`config.mk`:
```
export PLATFORM = sky130hd
export DESIGN_NAME = acumulador_16bits_flat
export DESIGN_NICKNAME = d
export VERILOG_FILES = /design/src/rtl/acumulador_16bits_pkg.sv /design/src/rtl/acumulador_16bits_if.sv /design/src/rtl/sumador_16bits.sv /design/src/rtl/acumulador_16bits.sv /design/src/flat_wrapper.sv
export SDC_FILE = /design/constraint.sdc
export NUM_CORES = 1
export LEC_CHECK = 0
export ABC_CLOCK_PERIOD_IN_PS = 7300
export BUFFER_PORTS_ARGS = -buffer_cell sky130_fd_sc_hd__buf_2
export CORE_ASPECT_RATIO = 1.25
export CORE_MARGIN = 4
export CORE_UTILIZATION = 55
export CTS_CLUSTER_DIAMETER = 150
export DETAILED_ROUTE_END_ITERATION = 7
export PLACE_DENSITY = 0.79
export SLEW_MARGIN = 20
export SYNTH_ARGS = -nofsm -noshare
export SYNTH_HDL_FRONTEND = slang
export SYNTH_SLANG_ARGS = --single-unit
```
`constraint.sdc`:
```
create_clock -name clk -period 7.3 [get_ports clk]
set_input_delay 0.73 -clock clk [delete_from_list [all_inputs] [get_ports clk]]
set_output_delay 0.73 -clock clk [all_outputs]
set_load 0.03 [all_outputs]
```
`src/rtl/acumulador_16bits_pkg.sv`:
```
// Shared types and default sizes for the signed accumulator and its bench.
// The FSM encoding lives here so checkers and the bench decode state identically.
package acumulador_16bits_pkg;

  localparam int DEF_WIDTH = 16;
  localparam int DEF_CNT_W = 8;

  typedef enum logic [1:0] {
    IDLE = 2'd0,
    EXEC = 2'd1,
    DONE = 2'd2
  } state_t;

  // Signed overflow of a +/- b given the wrapped result, judged on sign bits only.
  function automatic logic signed_ovf(input logic a_msb, input logic b_msb,
                                      input logic r_msb, input logic sub);
    logic same_sign;
    same_sign  = (a_msb == b_msb);
    signed_ovf = (sub ? !same_sign : same_sign) && (r_msb != a_msb);
  endfunction

endpackage

```
`src/rtl/acumulador_16bits_if.sv`:
```
// Operand/result bus of the accumulator. master = operand source and result consumer.
// Handshake: a transfer happens on a rising edge where valid and ready are both 1;
// valid may not depend on ready, and the source holds data stable until ready is seen.
interface acumulador_16bits_if
  import acumulador_16bits_pkg::*;
#(
  parameter int WIDTH = DEF_WIDTH,
  parameter int CNT_W = DEF_CNT_W
);

  logic             clear;
  logic             in_valid;
  logic             in_ready;
  logic [WIDTH-1:0] operand;
  logic             control;
  logic             out_valid;
  logic             out_ready;
  logic [WIDTH-1:0] acc;
  logic             overflow;
  logic [CNT_W-1:0] conta;

  modport master (
    output clear, in_valid, operand, control, out_ready,
    input  in_ready, out_valid, acc, overflow, conta
  );

  modport slave (
    input  clear, in_valid, operand, control, out_ready,
    output in_ready, out_valid, acc, overflow, conta
  );

endinterface

```
`src/rtl/sumador_16bits.sv`:
```
// Two's-complement adder/subtractor with signed-overflow detection.
// control=0 gives a+b, control=1 gives a-b, both modulo 2^WIDTH.
module sumador_16bits
  import acumulador_16bits_pkg::*;
#(
  parameter int WIDTH = DEF_WIDTH
) (
  input  logic [WIDTH-1:0] a,
  input  logic [WIDTH-1:0] b,
  input  logic             control,
  output logic [WIDTH-1:0] result,
  output logic             overflow
);

  logic [WIDTH-1:0] b_eff;

  // Subtraction as a + ~b + 1 so one carry chain serves both operations.
  always_comb begin
    b_eff    = control ? ~b : b;
    result   = a + b_eff + {{(WIDTH-1){1'b0}}, control};
    overflow = signed_ovf(a[WIDTH-1], b[WIDTH-1], result[WIDTH-1], control);
  end

endmodule

```
`src/rtl/acumulador_16bits.sv`:
```
// Signed accumulator: IDLE accepts an operand, EXEC applies it, DONE holds the
// result until the consumer takes it. Sticky overflow and a wrapping op counter.
module acumulador_16bits
  import acumulador_16bits_pkg::*;
#(
  parameter int WIDTH = DEF_WIDTH,
  parameter int CNT_W = DEF_CNT_W
) (
  input  logic                clk,
  input  logic                rst,
  acumulador_16bits_if.slave  bus,
  output state_t              state_o
);

  state_t           state_q;
  logic [WIDTH-1:0] acc_q, acc_d;
  logic [WIDTH-1:0] op_q;
  logic             ctl_q;
  logic             ovf_q, ovf_d;
  logic [CNT_W-1:0] cnt_q, cnt_d;
  logic             in_ready_q;
  logic             out_valid_q;

  logic [WIDTH-1:0] sum;
  logic             sum_ovf;

  sumador_16bits #(.WIDTH(WIDTH)) u_sumador (
    .a        (acc_q),
    .b        (op_q),
    .control  (ctl_q),
    .result   (sum),
    .overflow (sum_ovf)
  );

  always_comb begin
    acc_d = acc_q;
    ovf_d = ovf_q;
    cnt_d = cnt_q;
    if (state_q == EXEC) begin
      acc_d = sum;
      ovf_d = ovf_q | sum_ovf;
      cnt_d = cnt_q + CNT_W'(1);
    end
  end

  // clear behaves like reset but synchronously, dropping any in-flight operand.
  always_ff @(posedge clk or posedge rst) begin
    if (rst) begin
      state_q     <= IDLE;
      acc_q       <= '0;
      op_q        <= '0;
      ctl_q       <= 1'b0;
      ovf_q       <= 1'b0;
      cnt_q       <= '0;
      in_ready_q  <= 1'b1;
      out_valid_q <= 1'b0;
    end else if (bus.clear) begin
      state_q     <= IDLE;
      acc_q       <= '0;
      op_q        <= '0;
      ctl_q       <= 1'b0;
      ovf_q       <= 1'b0;
      cnt_q       <= '0;
      in_ready_q  <= 1'b1;
      out_valid_q <= 1'b0;
    end else begin
      acc_q <= acc_d;
      ovf_q <= ovf_d;
      cnt_q <= cnt_d;
      case (state_q)
        IDLE: begin
          if (bus.in_valid) begin
            op_q       <= bus.operand;
            ctl_q      <= bus.control;
            in_ready_q <= 1'b0;
            state_q    <= EXEC;
          end
        end
        EXEC: begin
          out_valid_q <= 1'b1;
          state_q     <= DONE;
        end
        DONE: begin
          if (bus.out_ready) begin
            out_valid_q <= 1'b0;
            in_ready_q  <= 1'b1;
            state_q     <= IDLE;
          end
        end
        default: begin
          out_valid_q <= 1'b0;
          in_ready_q  <= 1'b1;
          state_q     <= IDLE;
        end
      endcase
    end
  end

  assign bus.in_ready  = in_ready_q;
  assign bus.out_valid = out_valid_q;
  assign bus.acc       = acc_q;
  assign bus.overflow  = ovf_q;
  assign bus.conta     = cnt_q;
  assign state_o       = state_q;

endmodule
```
`src/flat_wrapper.sv`:
```
// flat-port wrapper written by rule: the top's interface ports become plain ports
module acumulador_16bits_flat import acumulador_16bits_pkg::*;
#(
  parameter int WIDTH = DEF_WIDTH,
  parameter int CNT_W = DEF_CNT_W
)
  (clk, rst, state_o, bus_clear, bus_in_valid, bus_operand, bus_control, bus_out_ready, bus_in_ready, bus_out_valid, bus_acc, bus_overflow, bus_conta);
  acumulador_16bits_if #(.WIDTH(WIDTH), .CNT_W(CNT_W)) bus_i ();
  input  logic clk;
  input  logic rst;
  output state_t state_o;
  input wire logic [$bits(bus_i.clear)-1:0] bus_clear;
  input wire logic [$bits(bus_i.in_valid)-1:0] bus_in_valid;
  input wire logic [$bits(bus_i.operand)-1:0] bus_operand;
  input wire logic [$bits(bus_i.control)-1:0] bus_control;
  input wire logic [$bits(bus_i.out_ready)-1:0] bus_out_ready;
  output wire logic [$bits(bus_i.in_ready)-1:0] bus_in_ready;
  output wire logic [$bits(bus_i.out_valid)-1:0] bus_out_valid;
  output wire logic [$bits(bus_i.acc)-1:0] bus_acc;
  output wire logic [$bits(bus_i.overflow)-1:0] bus_overflow;
  output wire logic [$bits(bus_i.conta)-1:0] bus_conta;
  assign bus_i.clear = bus_clear;
  assign bus_i.in_valid = bus_in_valid;
  assign bus_i.operand = bus_operand;
  assign bus_i.control = bus_control;
  assign bus_i.out_ready = bus_out_ready;
  assign bus_in_ready = bus_i.in_ready;
  assign bus_out_valid = bus_i.out_valid;
  assign bus_acc = bus_i.acc;
  assign bus_overflow = bus_i.overflow;
  assign bus_conta = bus_i.conta;
  acumulador_16bits #(.WIDTH(WIDTH), .CNT_W(CNT_W)) u_core (.clk(clk), .rst(rst), .bus(bus_i), .state_o(state_o));
endmodule
```
* Yosys cells after proc, flatten, opt, wreduce, memory -nomap -nowiden *
Index checks and enable logic that the tools add are counted.

cells by class
  add/subtract/negate cells = 3
  equal/unequal tests = 8
  mux-type cells = 25
  bitwise gates (word level) = 2
  reduce and logical (&&, ||, !) cells = 10

operators by type and width
  cell                 number
  $mux 16              6
  $add 16x1->16        1
  $add 16x16->16       1
  $mux 8               2
  $not 16->16          1
  $mux 1               11
  $add 8x1->8 const B  1
  $mux 2               3
  $ne 3x3->1 const B   2
  $pmux 1 s3           2
  $pmux 2 s3           1
  $reduce_and 2->1     3
  $reduce_bool 2->1    3
  $ne 2x2->1 const B   2
  $reduce_and 3->1     1
  $eq 2x1->1 const B   1
  $eq 2x2->1 const B   1
  $logic_not 2->1      1
  $eq 1x1->1           1
  $logic_and 1x1->1    1
  $logic_not 1->1      1
  $ne 1x1->1           1
  $or 1x1->1           1

word-level totals
  register bits after elaboration = 46
  bits of input ports = 22
  output and inout port bits = 29
  word-level logic and storage cells = 56

* Depth between registers and ports, before layout *
  depth after elaboration = 9
  gate-level depth with buffers = 11
  depth with buffers taken out = 8

* By module *
From an unflattened synthesis, not the netlist that was laid out.

second synthesis, totals
  cells, all modules = 282
  area total of the unflattened synthesis = 2745.1 sq um

by module, submodules not included
  module             instances  cells each  area each (sq um)  seq. area each (sq um)
  acumulador_16bits  1          169         1869.3             1152.4
  sumador_16bits     1          113         875.8              0.0

* Worst setup path after synthesis *
No wires, ideal clock.

  path kind = register to register
  start = register u_core.ctl_q
  end = register u_core.acc_q[9] (netlist: u_core.bus.acc[9])
  setup time = 0.124 ns
  arrival time = 2.499 ns
  data required time = 7.176 ns
  path slack = 4.677 ns
  stages on the path, launching flop included = 11
  buffers on the path = 2
  clock period less this slack = 2.623 ns
  path through = dfrtp_1 buf_6 clkbuf_1 xor2_1 ha_1 and2_2 a221oi_2 a21boi_2 o211ai_2 o21ai_0 a211o_1

between the ends
  cells in the longest elaborated chain, start to end = 5

ends and longest elaborated chain
  element                 RTL line                 source
  from (decl)             acumulador_16bits.sv:18  logic ctl_q;
  from (signal assigned)  acumulador_16bits.sv:74  ctl_q <= bus.control;
  $mux 16                 sumador_16bits.sv:19     b_eff = control ? ~b : b;
  $add 16x16->16          sumador_16bits.sv:20     result = a + b_eff + {{(WIDTH-1){1'b0}}, control};
  $add 16x1->16 *         sumador_16bits.sv:20
  $mux 16 *               acumulador_16bits.sv:39  if (state_q == EXEC) begin
  $mux 16 *               acumulador_16bits.sv:57  end else if (bus.clear) begin
  to (signal assigned)    acumulador_16bits.sv:50  acc_q <= '0;
  to (signal assigned)    acumulador_16bits.sv:59  acc_q <= '0;
  to (signal assigned)    acumulador_16bits.sv:67  acc_q <= acc_d;
  to (decl)               acumulador_16bits.sv:16  logic [WIDTH-1:0] acc_q, acc_d;

Mark *: on every way between the ends. The rest lies on a longest branch, timed or not. The select of a mux whose other input is x is not followed.
A chain may end at the register's enable or synchronous reset.

* Worst setup path after layout *
Same ends and word-level chain as after synthesis.

==> summary.txt <==
Status
  • Outcome: finished clean

GRT
  • First-pass GRT wire length: ~11 mm
  • Pin count of the biggest net entering global routing: 47
  • GR Layer Usage met3: under 10%
  • Global Route Usage Sum: a little over a fifth
  • Vias in the first global route: roughly 2.4k
  • GR Util met1: roughly 28%
  • M2 GR Usage: between 30% and 40%
  • Grt ovf: 0
  • Initial antenna violation count: 0
  • Global routing's busiest layer: met2

Synth
  • Post-synthesis compound-gate area fraction: 20.2%
  • Post-Synth Adder-Cell Area: approximately 7.2%
  • Synth Cell Area: about 2900 µm²
  • Mux cell area share after synthesis: slightly below 2%
  • Syn. warnings: 0
  • Mapped Cells: around 300
  • Primary FF master, synth: dfrtp_1
  • Post-synth net total: approximately 340
  • Synth Area per Inst: 9.58 µm²
  • Number of synthesized flops with an enable pin: 0
  • Fraction of registers with async set/reset: 100%
  • Yosys cell types: 55
  • Xor-xnor portion of the synthesized cell area: about 8.6%
  • Post-synthesis simple-gate area fraction: 18.5%
  • Seq cells post-synth: between 40 and 50
  • Register area share after synthesis: between 40 and 50%
  • Largest family of logic cells by synthesized area: compound AO/OA/AOI/OAI gates

Route
  • Post-DR wirelength/cell: 16.1 µm
  • Vias: between 2k and 2.5k
  • Final antenna-violating net count: 0
  • Detailed Route WL: 6.51 mm
  • Via density per instance: slightly below 6
  • Pre-antenna DRT Iters: 4
  • Initial DRC Count: between 150 and 200
  • DRC violations left: 0

CTS
  • CTS Root Cell: clkbuf_8
  • Setup Fix Bufs, Post-CTS: 0
  • TritonCTS clock tree: yes
  • Total CTS buffers: 5
  • H-tree depth: 2
  • Resize count post-CTS: 0
  • Clk_lat worst skew: 310 ps
  • Post-CTS Hold Buffers: 0
  • Clk slew on worst S/H paths: 80 ps
  • Clock buffer depth: 2
  • Clock Sinks: 46

Critical path
  • Critical setup path kind: flip-flop to flip-flop
  • Worst EP required: between 7000 and 8000 ps
  • Worst Path Arrival: about 3100 ps
  • Crit Reg-Reg Startpoint: u_core.ctl_q
  • Critical Path End Type: flip-flop
  • Worst Path Max Fanout: 17
  • Crit path from: u_core.ctl_q
  • Critical path launch point type: flip-flop

STA
  • Final min period: roughly 2900 ps
  • Worst Skew: between 10 and 15 ps
  • Max Slew Vio Count: 0
  • RSZ-0062 raised after global routing: false
  • Setup violators final: 0
  • Top achievable clock speed: between 300 and 400 MHz
  • Slew HR: 37.6%
  • Worst Tran Pin Value: about 940 ps
  • Final Hold Vio Count: 0
  • Final period util: between 40% and 50%
  • Final setup TNS: 0 ps

Power and ir drop
  • Pleak: 1.72 nW
  • Worst vdd ir: around 120 µV
  • P per Cell Area: around 190 nW/µm²
  • Total power: 605 µW

Placed design
  • Port bufs: 50
  • Hpwl dp: between 4 and 5 mm
  • GP Congestion: around 0.86

Final layout
  • Fraction of layout cells with a size suffix above 1: 20.7%
  • Layout area overhead: 13.4%
  • ANT cells: 0
  • Fin nets: 380

Die
  • Core area: roughly 5100 µm²
  • Chip Height: around 89 µm
  • Die area: about 6400 µm²
  • Std cell rows: 29
  • Die Wd: just over 70 µm
  • Starting Density: between 50% and 60%
  • I/O pins: between 50 and 60

Run
  • Max cap viols: 0

Worst hold path
  • Hold Path Origin: u_core.op_q[10]
  • Class of the most critical hold timing path: flip-flop to flip-flop
==> worst paths after layout <==
path	end	slack, ps	cells past startpoint
worst max-delay path	u_core.bus.acc[9]	4370	8
worst min-delay path	u_core.op_q[10]	530	1
worst max register to register	u_core.bus.acc[9]	4370	8
worst min register to register	u_core.op_q[10]	530	1
max in group asynchronous	u_core.bus.acc[6]	6080	2
min in group asynchronous	u_core.op_q[12]	620	2
==> logic make-up after synthesis <==
logic type,count (synthesis)
AND/OR/NAND/NOR,100
AO/OA/AOI/OAI,81
flip-flops,46
XOR/XNOR,28
buffers and inverters,23
adder cells (fa/ha/maj),16
multiplexers,5
==> state kept, by name, summed over array words and instances (netlist names) <==
name and flops:
u_core.bus.in_ready 1, u_core.op_q 16, u_core.bus.acc 16, u_core.bus.conta 8, u_core.ctl_q 1, u_core.state_o 2, u_core.bus.overflow 1, u_core.bus.out_valid 1
==> report_power, final <==
part / leakage [nW] / total [mW] / switching [mW] / internal [mW]
Sequential: 0.625 / 0.284 / 0.0154 / 0.269
Combinational: 1.04 / 0.145 / 0.0906 / 0.0539
Clock: 0.0544 / 0.177 / 0.0897 / 0.0869
==> worst max-delay path, stage by stage (launching register included) <==
cell and delay [ps]:
dfrtp_1 910, xor2_1 160, ha_1 390, and2_2 230, a221oi_2 360, a21boi_2 130, o211ai_2 230, o21ai_0 130
a211o_1 270
==> cell type report <==
type | count | area [µm²]
well taps | 62 | 77.6
clock buffers | 7 | 96.3
multi-input cells | 230 | 1630
inverters | 8 | 30.0
fillers | 448 | 1830
repair buffers | 51 | 258
flip-flops and latches | 46 | 1150
clock inverters | 1 | 8.76
==> routing by layer <==
layer | wire, µm | share of wire [%]
met2 | 3200 | 49
met3 | 275 | 4.2
met1 | 2920 | 45
met4 | 111 | 1.7
met5 | 0 | 0
==> placed cells by master, fill, tap and decap left out, types with 5 or more instances in the layout <==
| cell | Yosys | layout |
|---|---|---|
| buf_2 | 2 | 50 |
| xor2_1 | 24 | 24 |
| a21oi_1 | 26 | 26 |
| nand2_1 | 25 | 25 |
| dfrtp_1 | 45 | 45 |
| a22o_1 | 17 | 17 |
| clkbuf_8 | 0 | 7 |
| nor3b_1 | 5 | 5 |
| nor2_1 | 19 | 18 |
| nand3_1 | 9 | 9 |
| nor3_1 | 11 | 11 |
| ha_1 | 15 | 15 |
| inv_1 | 8 | 7 |
| o21ai_0 | 5 | 5 |
| nor2b_1 | 6 | 6 |
==> cells in the mapped netlist, types with 2 or more instances <==
library cell | instances | area, µm²
dfrtp_1 | 45 | 1130
a21oi_1 | 26 | 130
nand2_1 | 25 | 93.8
xor2_1 | 24 | 210
nor2_1 | 19 | 71.3
a22o_1 | 17 | 149
ha_1 | 15 | 188
clkbuf_1 | 11 | 41.3
nor3_1 | 11 | 55.1
nand3_1 | 9 | 45.0
inv_1 | 8 | 30.0
nor2b_1 | 6 | 37.5
nor3b_1 | 5 | 37.5
o21ai_0 | 5 | 25.0
a21o_1 | 4 | 30.0
and3_1 | 4 | 25.0
mux2i_1 | 4 | 40.0
nand2b_1 | 4 | 25.0
nand4_1 | 4 | 25.0
xnor2_1 | 4 | 35.0
a211o_1 | 3 | 26.3
o211a_1 | 3 | 30.0
o22ai_1 | 3 | 18.8
a211oi_1 | 2 | 15.0
a221oi_1 | 2 | 17.5
and4_1 | 2 | 17.5
buf_2 | 2 | 10.0
nand3b_1 | 2 | 15.0
o21a_1 | 2 | 15.0
o21ai_1 | 2 | 10.0
o21bai_1 | 2 | 15.0
==> metrics by stage <==
step	instances	hold slack, ps	setup WS, ps	cell area [µm²]	util (%)
floorplan	299	493	4680	2870	-
global placement	397	512	4540	3130	61.7
detailed placement	397	511	4420	3140	61.7
CTS	405	537	4370	3240	63.8
global route	405	552	4140	3250	63.9
finish	405	531	4370	3250	63.9
Note: power is estimated with default switching activity, not from simulation.
